[src/rtl/timestamp_assembler_if.sv]
// Upstream FWFT FIFO pop port plus the assembled-timestamp valid/ready stream.
interface timestamp_assembler_if;
  logic        FIFO_EMPTY;
  logic [31:0] FIFO_DATA;
  logic        FIFO_READ;
  logic [47:0] TS_DATA;
  logic        TS_VALID;
  logic        TS_READY;

  // Assembler side: pops the FIFO and sources the timestamp stream.
  modport master (
    input  FIFO_EMPTY, FIFO_DATA, TS_READY,
    output FIFO_READ, TS_DATA, TS_VALID
  );

  // Environment side: FIFO owner and timestamp consumer.
  modport slave (
    output FIFO_EMPTY, FIFO_DATA, TS_READY,
    input  FIFO_READ, TS_DATA, TS_VALID
  );
endinterface

[src/rtl/timestamp_assembler.sv]
// Reassembles high/low 32-bit capture words into 48-bit timestamps on a
// valid/ready stream, with identifier, ordering and monotonicity error counters.
module timestamp_assembler #(
  parameter logic [6:0]  IDENTIFIER = 7'b0000001,
  parameter int unsigned CNT_WIDTH  = 8
) (
  input  logic                   BUS_CLK,
  input  logic                   RST,
  input  logic                   EN,
  input  logic                   CNT_CLR,
  timestamp_assembler_if.master  bus,
  output logic [CNT_WIDTH-1:0]   ID_ERR_CNT,
  output logic [CNT_WIDTH-1:0]   SEQ_ERR_CNT,
  output logic [CNT_WIDTH-1:0]   MONO_ERR_CNT
);

  localparam int unsigned HALF_W = 24;
  localparam int unsigned TS_W   = 2 * HALF_W;
  localparam logic [CNT_WIDTH-1:0] CNT_MAX = {CNT_WIDTH{1'b1}};

  typedef enum logic {
    WAIT_HIGH = 1'b0,
    WAIT_LOW  = 1'b1
  } state_t;

  state_t              state;
  state_t              state_nxt;
  logic                out_free;
  logic                id_ok;
  logic                is_high;
  logic                pop;
  logic                load_high;
  logic                emit;
  logic                id_err;
  logic                seq_err;
  logic                mono_err;
  logic [HALF_W-1:0]   high_buf;
  logic [TS_W-1:0]     new_ts;
  logic [TS_W-1:0]     prev_ts;
  logic                prev_valid;

  assign out_free = !bus.TS_VALID || bus.TS_READY;
  assign id_ok    = (bus.FIFO_DATA[31:25] == IDENTIFIER);
  assign is_high  = bus.FIFO_DATA[24];
  assign new_ts   = {high_buf, bus.FIFO_DATA[HALF_W-1:0]};
  assign mono_err = emit && prev_valid && (new_ts <= prev_ts);
  assign bus.FIFO_READ = pop;

  // State register
  always_ff @(posedge BUS_CLK) begin
    if (RST) state <= WAIT_HIGH;
    else     state <= state_nxt;
  end

  // Next-state logic; bad-identifier words never move the FSM
  always_comb begin
    state_nxt = state;
    if (pop && id_ok) begin
      case (state)
        WAIT_HIGH: if (is_high)  state_nxt = WAIT_LOW;
        WAIT_LOW:  if (!is_high) state_nxt = WAIT_HIGH;
        default:   state_nxt = WAIT_HIGH;
      endcase
    end
  end

  // Pop decision and per-word action decode
  always_comb begin
    pop       = 1'b0;
    load_high = 1'b0;
    emit      = 1'b0;
    id_err    = 1'b0;
    seq_err   = 1'b0;
    pop = !RST && EN && !bus.FIFO_EMPTY && ((state == WAIT_HIGH) || out_free);
    if (pop) begin
      if (!id_ok) begin
        id_err = 1'b1;
      end else begin
        case (state)
          WAIT_HIGH: begin
            if (is_high) load_high = 1'b1;
            else         seq_err   = 1'b1;
          end
          WAIT_LOW: begin
            if (is_high) begin
              load_high = 1'b1;
              seq_err   = 1'b1;
            end else begin
              emit = 1'b1;
            end
          end
          default: seq_err = 1'b0;
        endcase
      end
    end
  end

  // Pair buffer and monotonicity history
  always_ff @(posedge BUS_CLK) begin
    if (RST) begin
      high_buf   <= '0;
      prev_ts    <= '0;
      prev_valid <= 1'b0;
    end else begin
      if (load_high) high_buf <= bus.FIFO_DATA[HALF_W-1:0];
      if (emit) begin
        prev_ts    <= new_ts;
        prev_valid <= 1'b1;
      end
    end
  end

  // Output stream register; a new load wins over a completing transfer
  always_ff @(posedge BUS_CLK) begin
    if (RST) begin
      bus.TS_VALID <= 1'b0;
      bus.TS_DATA  <= '0;
    end else if (emit) begin
      bus.TS_VALID <= 1'b1;
      bus.TS_DATA  <= new_ts;
    end else if (bus.TS_READY) begin
      bus.TS_VALID <= 1'b0;
    end
  end

  // Saturating error counters; clear has priority
  always_ff @(posedge BUS_CLK) begin
    if (RST || CNT_CLR) begin
      ID_ERR_CNT   <= '0;
      SEQ_ERR_CNT  <= '0;
      MONO_ERR_CNT <= '0;
    end else begin
      if (id_err && (ID_ERR_CNT != CNT_MAX))
        ID_ERR_CNT <= ID_ERR_CNT + CNT_WIDTH'(1);
      if (seq_err && (SEQ_ERR_CNT != CNT_MAX))
        SEQ_ERR_CNT <= SEQ_ERR_CNT + CNT_WIDTH'(1);
      if (mono_err && (MONO_ERR_CNT != CNT_MAX))
        MONO_ERR_CNT <= MONO_ERR_CNT + CNT_WIDTH'(1);
    end
  end

endmodule

[src/flat_wrapper.sv]
// flat-port wrapper written by rule: the top's interface ports become plain ports
module timestamp_assembler_flat 
#(
  parameter logic [6:0]  IDENTIFIER = 7'b0000001,
  parameter int unsigned CNT_WIDTH  = 8
)
  (BUS_CLK, RST, EN, CNT_CLR, ID_ERR_CNT, SEQ_ERR_CNT, MONO_ERR_CNT, bus_FIFO_EMPTY, bus_FIFO_DATA, bus_TS_READY, bus_FIFO_READ, bus_TS_DATA, bus_TS_VALID);
  timestamp_assembler_if bus_i ();
  input  logic BUS_CLK;
  input  logic RST;
  input  logic EN;
  input  logic CNT_CLR;
  output logic [CNT_WIDTH-1:0] ID_ERR_CNT;
  output logic [CNT_WIDTH-1:0] SEQ_ERR_CNT;
  output logic [CNT_WIDTH-1:0] MONO_ERR_CNT;
  input wire logic [$bits(bus_i.FIFO_EMPTY)-1:0] bus_FIFO_EMPTY;
  input wire logic [$bits(bus_i.FIFO_DATA)-1:0] bus_FIFO_DATA;
  input wire logic [$bits(bus_i.TS_READY)-1:0] bus_TS_READY;
  output wire logic [$bits(bus_i.FIFO_READ)-1:0] bus_FIFO_READ;
  output wire logic [$bits(bus_i.TS_DATA)-1:0] bus_TS_DATA;
  output wire logic [$bits(bus_i.TS_VALID)-1:0] bus_TS_VALID;
  assign bus_i.FIFO_EMPTY = bus_FIFO_EMPTY;
  assign bus_i.FIFO_DATA = bus_FIFO_DATA;
  assign bus_i.TS_READY = bus_TS_READY;
  assign bus_FIFO_READ = bus_i.FIFO_READ;
  assign bus_TS_DATA = bus_i.TS_DATA;
  assign bus_TS_VALID = bus_i.TS_VALID;
  timestamp_assembler #(.IDENTIFIER(IDENTIFIER), .CNT_WIDTH(CNT_WIDTH)) u_core (.BUS_CLK(BUS_CLK), .RST(RST), .EN(EN), .CNT_CLR(CNT_CLR), .bus(bus_i), .ID_ERR_CNT(ID_ERR_CNT), .SEQ_ERR_CNT(SEQ_ERR_CNT), .MONO_ERR_CNT(MONO_ERR_CNT));
endmodule
[config.mk]
export PLATFORM = sky130hd
export DESIGN_NAME = timestamp_assembler_flat
export DESIGN_NICKNAME = d
export VERILOG_FILES = /design/src/rtl/timestamp_assembler_if.sv /design/src/rtl/timestamp_assembler.sv /design/src/flat_wrapper.sv
export SDC_FILE = /design/constraint.sdc
export NUM_CORES = 1
export LEC_CHECK = 0
export CAP_MARGIN = 0
export CORE_MARGIN = 4
export CORE_UTILIZATION = 31
export DETAILED_ROUTE_END_ITERATION = 8
export SYNTH_ARGS = -nofsm -noshare
export SYNTH_HDL_FRONTEND = slang
export SYNTH_SLANG_ARGS = --single-unit
[constraint.sdc]
create_clock -name BUS_CLK -period 2.9 [get_ports BUS_CLK]
set_clock_uncertainty 0.15 [all_clocks]
set_input_delay 0.435 -clock BUS_CLK [delete_from_list [all_inputs] [get_ports BUS_CLK]]
set_output_delay 0.435 -clock BUS_CLK [all_outputs]
set_load 0.01 [all_outputs]
==> flow_results.org, run 1 <==
** Critical path
- Number of cells traversed by the worst register-to-register path :: 8
- Arr. time, crit path :: 2900 ps
- For the worst setup path, the data required time is 2970 ps.
- The worst register-to-register path has a setup slack of 210 ps.
- The endpoint identified for the worst register-to-register timing path is u_core.MONO_ERR_CNT[4]$_SDFFE_PP0P_.
- The worst setup path is launched from a primary input.
- Critical Path End Type :: register
- In this run the worst path has a maximum fanout of 7.
- Critical path endpoint :: u_core.MONO_ERR_CNT[3]$_SDFFE_PP0P_
- Type of the worst setup path :: in -> reg
- Launch instance of the worst register-to-register path :: u_core.prev_ts[29]$_SDFFE_PP0P_
- Worst setup path startpoint :: bus_FIFO_DATA[27]

** Timing
- Static timing analysis puts the maximum clock frequency at 353 MHz.
- Slew @ Worst Pin :: 886 ps
- Final setup fails :: 0
- Number of max-slew violations in the final report :: 0
- Final hold slack :: 322 ps
- Hold Vio Cnt, Final :: 0
- Tcrit/Tclk final :: 97.6%
- Min Tclk post-route :: 2830 ps
- Relative slew slack :: 40.9%

** Floorplan
- Once the floorplan was initialized, standard cells occupied 31.5% of the core.
- Die outline width :: 135 microns
- IO Count :: 112
- Die height :: 135 microns
- Area of the placeable core :: 15,900 sq um
- The initialized floorplan defines 46 standard-cell rows.
- Die Outline Area :: 18,300 sq um

** Detailed routing
- For this block, the routed nets add up to 13,900 microns of wire.
- Once detail routing completed, the nets flagged for antenna violations numbered 0.
- Via-per-instance ratio :: 4.69
- Before antenna repair, the detailed router went through 4 iterations.
- Number of DRC violations after detailed routing :: 0
- The detailed router finished its first iteration with 260 violations.
- The detailed router placed 4,663 vias in this run.
- Routed wire length per instance :: 14.0 microns

** Synth
- Primary flip-flop cell chosen by synthesis mapping :: dfxtp_1
- Mean cell area of the mapped netlist :: 7.83 sq um
- The synthesized design spends more area on one cell type than any other, namely dfxtp_1.
- nand2_1 is the most common cell in the netlist.
- For this run, asynchronously set or reset flops after synthesis account for 0%.
- Synthesis inferred 99 register bits.
- Warning count from the yosys run :: 0
- In this run the biggest area consumer among cell types represents 39.6% of the synthesized area.
- The synthesized netlist contains 44 unique library cells.
- Syn_nets :: 730
- The mapped netlist covers 5010 sq um.
- Synthesized netlist cell count :: 640
- Sequential cell area fraction in the yosys report :: 39.6%
- By area the synthesized netlist is led by dfxtp_1 40%, ha_1 13%, nand2_1 13%.
- EDFF count, synth :: 0
- Most frequent cells after synthesis :: 168 x nand2_1, 99 x dfxtp_1, 98 x a21oi_1

** Layout
- Ant. Diodes :: 0
- Area Overhead vs Synth :: 39.5%
- Number of nets in the layout :: 864
- In the final layout, the share of cells above drive strength 1 is 9.37%.
- For this run, the share of the core covered by cells in the final layout is 44.0%.
- The layout has 1,620 filler cells.

** Global route
- Wire length of the first global-routing pass :: 22,700 microns
- Global routing used 2.87% of the available met3 tracks.
- Grt met2 use :: 24.3%
- Number of antenna violations at the first check in global routing :: 0
- Global-route track usage on met1 :: 21.4%
- Global-route layer with the greatest usage :: met2
- GR Util All Layers :: 15.5%
- Entering global routing, the biggest net connects 81 pins.
- Overflow left after global routing :: 0
- Number of global-route vias before repair :: 4,318

** Clocking
- Clock Tree Buf Depth :: 2
- Number of sinks handled by clock tree synthesis :: 99
- Cell chosen for the clock root :: clkbuf_16
- TritonCTS built the clock tree.
- CTS Buf Count :: 9
- Hold buffers post-CTS :: 0
- Clock-pin slew reported for the worst setup and hold paths after clock tree synthesis :: 70 ps
- Post CTS Setup Buffer Count :: 0
- CTS HTree Levels :: 3
- Clock latency on the worst-skew pair :: 340 ps

** Power
- Summed over all cells, the static leakage comes to 2.44 nW.
- Power comes to 2.74 mW.
- Peak supply drop :: 0.313 mV
- Power Density :: 392 nW/um^2

** Flow run
- Total of max-cap violations :: 0

** Min path
- Cell count of the worst hold path :: 2
- Type of the worst min-delay path :: reg -> reg

** Status
- The flow ran to the end, and the final reports show no timing, DRC or antenna violations.

** Placement
- Detailed placement finished with a half-perimeter wire length of 10,100 microns.
- Routability-driven placement finished with a final weighted congestion of 0.787.
- Count of port buffers added during placement :: 111
## registers in the layout (all words and copies together), names as in the netlist
name,count
u_core.prev_ts,48
u_core.SEQ_ERR_CNT,8
u_core.prev_valid,1
u_core.high_buf,24
u_core.ID_ERR_CNT,8
u_core.bus.TS_VALID,1
u_core.state,1
u_core.MONO_ERR_CNT,8
## area by class of cell
cell class	count	area, sq um	area share [%]
clock buffer	14	254	3.63
clock inverter	2	35.0	0.501
inverter	53	199	2.85
multi-input combinational	458	2790	39.9
sequential	99	1980	28.4
tap	216	270	3.87
timing repair buffer	153	1460	20.9
## how the worst min path moves through the flow
stage	start	endpoint	slack, ps
global route	u_core.prev_ts[34]$_SDFFE_PP0P_	u_core.prev_ts[34]$_SDFFE_PP0P_	350
detailed placement	u_core.prev_ts[2]$_SDFFE_PP0P_	u_core.prev_ts[2]$_SDFFE_PP0P_	320
global placement	u_core.prev_ts[28]$_SDFFE_PP0P_	u_core.prev_ts[28]$_SDFFE_PP0P_	310
finish	u_core.prev_ts[2]$_SDFFE_PP0P_	u_core.prev_ts[2]$_SDFFE_PP0P_	320
floorplan	u_core.high_buf[0]$_SDFFE_PP0P_	u_core.prev_ts[24]$_SDFFE_PP0P_	300
CTS	u_core.prev_ts[2]$_SDFFE_PP0P_	u_core.prev_ts[2]$_SDFFE_PP0P_	320
## worst max-delay path: stages
cell	delay, ps
clkdlybuf4s50_1	400
or4_4	540
nor4b_4	260
nand4_1	180
a2111oi_4	430
a31oi_4	100
buf_6	170
o311ai_1	260
o41ai_1	120
## report_power, final
part	leakage [nW]	internal (mW)	switching, mW
clock network	0.141	0.693	0.501
registers	0.797	1.36	0.000609
logic	1.50	0.0972	0.0880
## kinds of logic after synthesis
| group | count (synthesis) | synth area share, % |
|---|---|---|
| AND/OR/NAND/NOR | 258 | 23.3 |
| AO/OA/AOI/OAI | 132 | 15.0 |
| flip-flops | 99 | 39.6 |
| buffers and inverters | 83 | 6.30 |
| adder cells (fa/ha/maj) | 52 | 13.0 |
| XOR/XNOR | 12 | 2.10 |
| multiplexers | 4 | 0.799 |
## layer usage
layer | share of wire, % | wire length [microns] | vias up
li1 | - | - | 2444
met1 | 48 | 6710 | 2120
met2 | 46 | 6440 | 84
met3 | 3.9 | 542 | 15
met4 | 1.8 | 257 | 0
met5 | 0 | 0 | -
## placed cells by master, fill, tap and decap left out, drive strengths merged, types with 4 or more instances in the layout
master and instances:
a21oi 98, and3 9, buf 43, clkbuf 14, clkdlybuf4s50 110, dfxtp 99
ha 52, inv 53, mux2i 4, nand2 168, nand3 6, nand4 23
nor2 23, nor3 7, o21ai 12, or3 7, xor2 9
## metrics by stage
stage               cell area (sq um)  setup TNS, ps  setup WS (ps)  instances
finish                           6990              0           69.2        995
global route                     6990          -13.8          -10.2        995
CTS                              6940              0           39.7        995
detailed placement               6630          -8300           -381        979
global placement                 6630          -7260           -312        979
floorplan                        5010              0            220        640
## timing repair
action	4_1_cts	5_1_grt
hold endpoints to repair	0	0
gates resized for setup	3	8
endpoints found under the setup margin	7	8
pin swaps	0	5
(Power assumes the default switching activity.)
==> run 2: changes to the inputs <==
--- a/config.mk
+++ b/config.mk
@@ -7,8 +7,9 @@
 export LEC_CHECK = 0
 export CAP_MARGIN = 0
 export CORE_MARGIN = 4
-export CORE_UTILIZATION = 31
+export CORE_UTILIZATION = 45
 export DETAILED_ROUTE_END_ITERATION = 8
+export PLACE_DENSITY = 0.73
 export SYNTH_ARGS = -nofsm -noshare
 export SYNTH_HDL_FRONTEND = slang
 export SYNTH_SLANG_ARGS = --single-unit
==> flow_results.org, run 2 (synthesis gave the netlist of run 1 again) <==
** Min path
- Cell count of the worst hold path :: 2 (unchanged)
- Launch point of the worst hold path :: u_core.high_buf[9]$_SDFFE_PP0P_
- In this run the worst hold path is classified as reg -> reg.
- Worst-case hold path end point :: u_core.prev_ts[33]$_SDFFE_PP0P_

** Layout
- The number of flip-flops under the largest register name came to 48 (unchanged).
- In the final layout, the registers with the most flip-flops are u_core.prev_ts: 48 flops, u_core.high_buf: 24 flops.
- The number of diodes added for antenna fixing came to 0 (unchanged).
- Fraction of layout cells with a size suffix above 1 :: 10.3% (+0.89 points)
- Leaving out fill and tap cells, the most frequent cells in the layout are 168 x nand2_1, 109 x clkdlybuf4s50_1, 99 x dfxtp_1, 95 x a21oi_1, 53 x inv_1.
- Compared with the post-synthesis result, the final layout area differs by 35.9%.
- Most flops, register :: u_core.prev_ts
- The utilization after layout was 62.5% (+19 points).
- Fillcell total :: 974 (-40%)
- The number of standard cells in the layout, taps in and fillers out came to 920 (-7.5%).
- The library cell used most frequently in the layout, excluding fill and tap cells, is nand2_1.
- The net total in the final layout was 865 (+0.12%).

** Power
- The leakage dissipation was 2.42 nW (-0.92%).
- Power share of the sequential group :: 55.4% (+5.8 points)
- Peak supply drop :: 0.223 mV (-29%)
- Pint :: 1.87 mW (-13%)
- The clock group share of total power came to 36.9% (-6.7 points).
- The ratio of total power to cell area came to 360 nW/um^2 (-8.1%).
- The switching power summed over all nets came to 584 uW (-0.99%).
- The fraction of power spent switching nets was 23.8% (+2.3 points).
- The part of the power in combinational logic came to 7.7% (+0.9 points).
- The final total power was 2.45 mW (-10%).

** Timing
- The setup-violating endpoint count in the final report is 0 (unchanged).
- The final-report max-slew violation count is 0 (unchanged).
- Tcrit/Tclk final :: 98.9% (+1.3 points)
- The post-route setup TNS was 0 ps (unchanged).
- Max Clock Freq :: 349 MHz (-1.3%)
- Slew @ Worst Pin :: 836 ps (-49.8 ps)
- The time the worst path needs with I/O delays and setup came to 2870 ps (+36.3 ps).
- Relative slew slack :: 44.3% (+3.3 points)
- The final hold violation count was 0 (unchanged).

** Critical path
- The highest cell delay on the worst timing path is 450 ps (-90 ps).
- STA classifies the critical path endpoint as a register.
- The worst register-to-register path ends at u_core.MONO_ERR_CNT[2]$_SDFFE_PP0P_.
- The setup path with the least slack is of type in -> reg.
- Slowest cell on the critical path :: clkdlybuf4s50_1
- Chain of cells forming the critical path :: clkdlybuf4s50_1 > ha_1 > a211oi_2 > nor2_1 > or3_4 > a2111oi_4 > a31oi_4 > buf_4 > o311ai_2 > o41ai_2
- The reg2reg setup slack came to 110 ps (-100 ps).
- Arr. time, crit path :: 2970 ps (+70 ps)
- The worst register-to-register path begins at u_core.prev_ts[9]$_SDFFE_PP0P_.
- Combined buffer and inverter count along the critical path :: 2 (unchanged)
- The critical path data required time is 3000 ps (+30 ps).
- Number of cells traversed by the worst register-to-register path :: 10 (+2)
- The peak fanout along the critical path was 9 (+2).
- The kind of cell with the highest combined delay along the critical path is compound AO/OA/AOI/OAI gates.
- Startpoint type of the worst setup path :: primary input

** Clocking
- Clock Tree Buf Depth :: 2 (unchanged)
- The post-CTS clock slew at the launch and capture registers of the worst setup and hold paths came to 100 ps (+30 ps).
- The tree is rooted in a clkbuf_8.
- TritonCTS clock tree :: yes
- The CTS sink count is 99 (unchanged).
- Clock latency on the worst-skew pair :: 360 ps (+20 ps)
- The level count of the clock H-tree is 3 (unchanged).
- CTS Buf Count :: 9 (unchanged)

** Floorplan
- Die Outline Area :: 12,900 sq um (-29%)
- Die height :: 114 microns (-16%)
- Die outline width :: 114 microns (-16%)
- Number of rows in the core area :: 38 (-17%)
- Starting density of the core :: 46.0% (+14 points)
- Area of the placeable core :: 10,900 sq um (-31%)
- The top-level I/O count is 112 (unchanged).

** Detailed routing
- The number of routed nets with antenna violations is 0 (unchanged).
- The detail-routed via count per cell came to 5.26 (+12%).
- Number of DRC violations after detailed routing :: 0 (unchanged)
- Final WL :: 13,300 microns (-4.5%)
- The average wire per standard cell is 14.5 microns (+3.3%).
- The number of detailed-route iterations in the first pass came to 4 (unchanged).
- Initial DRC Count :: 259 (-0.38%)
- Via count :: 4,835 (+3.7%)

** Global route
- Number of antenna violations at the first check in global routing :: 0 (unchanged)
- The total routing usage reported by global routing came to 21.0% (+5.4 points).
- The number of global-route vias before repair was 4,797 (+11%).
- Overflow left after global routing :: 0 (unchanged)
- Pin count of the biggest net entering global routing :: 81 (unchanged)
- Wire length of the first global-routing pass :: 22,200 microns (-2.3%)

** Placement
- Routability cong. :: 0.836 (+6.3%)
- Post-DP HPWL :: 9890 microns (-1.7%)
- Count of port buffers added during placement :: 111 (unchanged)
- The cell count after placement is 903 (-7.8%).

** Status
- The flow ran to the end, and the final reports show no timing, DRC or antenna violations.

** Flow run
- The max-cap violation count was 0 (unchanged).
[run 2: cell types whose count changed in the layout (fill, tap and decap cells not counted), sizes merged]
cell           change
clkdlybuf4s50      -1
clkbuf             -4
clkinv             +1
inv                +3
dlymetal6s2s       +1
buf                +1
[run 2: worst reg2reg max path, delay by kind of cell, from the launching register on]
family	cells	cell delay, ps
AOI/OAI and AO/OA	6	1150
adders and majority gates	1	330
buffers and inverters	2	260
DFF	1	370
and+or+nand+nor	1	410
[run 2: power groups by stage]
stage / clock network (mW) / logic (mW) / registers, mW
after CTS: 0.926 / 0.185 / 1.36
after floorplan: 0 / 0.0659 / 1.39
after detailed placement: 0 / 0.184 / 1.39
after global placement: 0 / 0.178 / 1.39
final: 0.904 / 0.189 / 1.36
after global routing: 0.984 / 0.206 / 1.36
[run 2: stage by stage]
| stage | hold WS, ps | setup WS, ps | instance area [sq um] |
|---|---|---|---|
| 4_1_cts | 328 | 18.0 | 6730 |
| 3_5_place_dp | 313 | -347 | 6530 |
| 2_1_floorplan | 299 | 220 | 5010 |
| 6_report | 325 | 32.9 | 6810 |
| 3_3_place_gp | 308 | -278 | 6530 |
| 5_1_grt | 352 | -39.9 | 6810 |
[run 2: how the worst max path moves through the flow]
stage / startpoint / to / slack (ps) / cells past startpoint
after floorplan: bus_FIFO_DATA[27] / u_core.MONO_ERR_CNT[2]$_SDFFE_PP0P_ / 220 / 8
after global placement: bus_FIFO_DATA[13] / u_core.MONO_ERR_CNT[2]$_SDFFE_PP0P_ / -280 / 10
after detailed placement: bus_FIFO_DATA[13] / u_core.MONO_ERR_CNT[2]$_SDFFE_PP0P_ / -350 / 10
after CTS: bus_FIFO_DATA[13] / u_core.MONO_ERR_CNT[7]$_SDFFE_PP0P_ / 20 / 9
after global routing: bus_FIFO_DATA[9] / u_core.MONO_ERR_CNT[6]$_SDFFE_PP0P_ / -40 / 10
final: bus_FIFO_DATA[13] / u_core.MONO_ERR_CNT[2]$_SDFFE_PP0P_ / 30 / 10
[run 2: cell type report]
cell class	instances	area, sq um	share of cell area [%]
Tap cell	140	175	2.57
Clock inverter	6	70.1	1.03
Timing Repair Buffer	154	1470	21.6
Sequential cell	99	1980	29.1
Multi-Input combinational cell	458	2780	40.9
Inverter	53	199	2.92
Clock buffer	10	128	1.87
[run 2: repair_timing]
action,CTS,global route
hold endpoints to repair,0,0
hold buffers,0,0
setup buffers,0,1
setup endpoints to repair,0,8
gates resized for setup,0,14
[run 2: per-layer routing]
metal / GRT usage [%] / wire (microns) / share of wire (%)
met5: 0 / 0 / 0
met4: 6.65 / 285 / 2.1
met3: 4.46 / 624 / 4.7
met2: 36.2 / 6550 / 49
met1: 26.1 / 5850 / 44
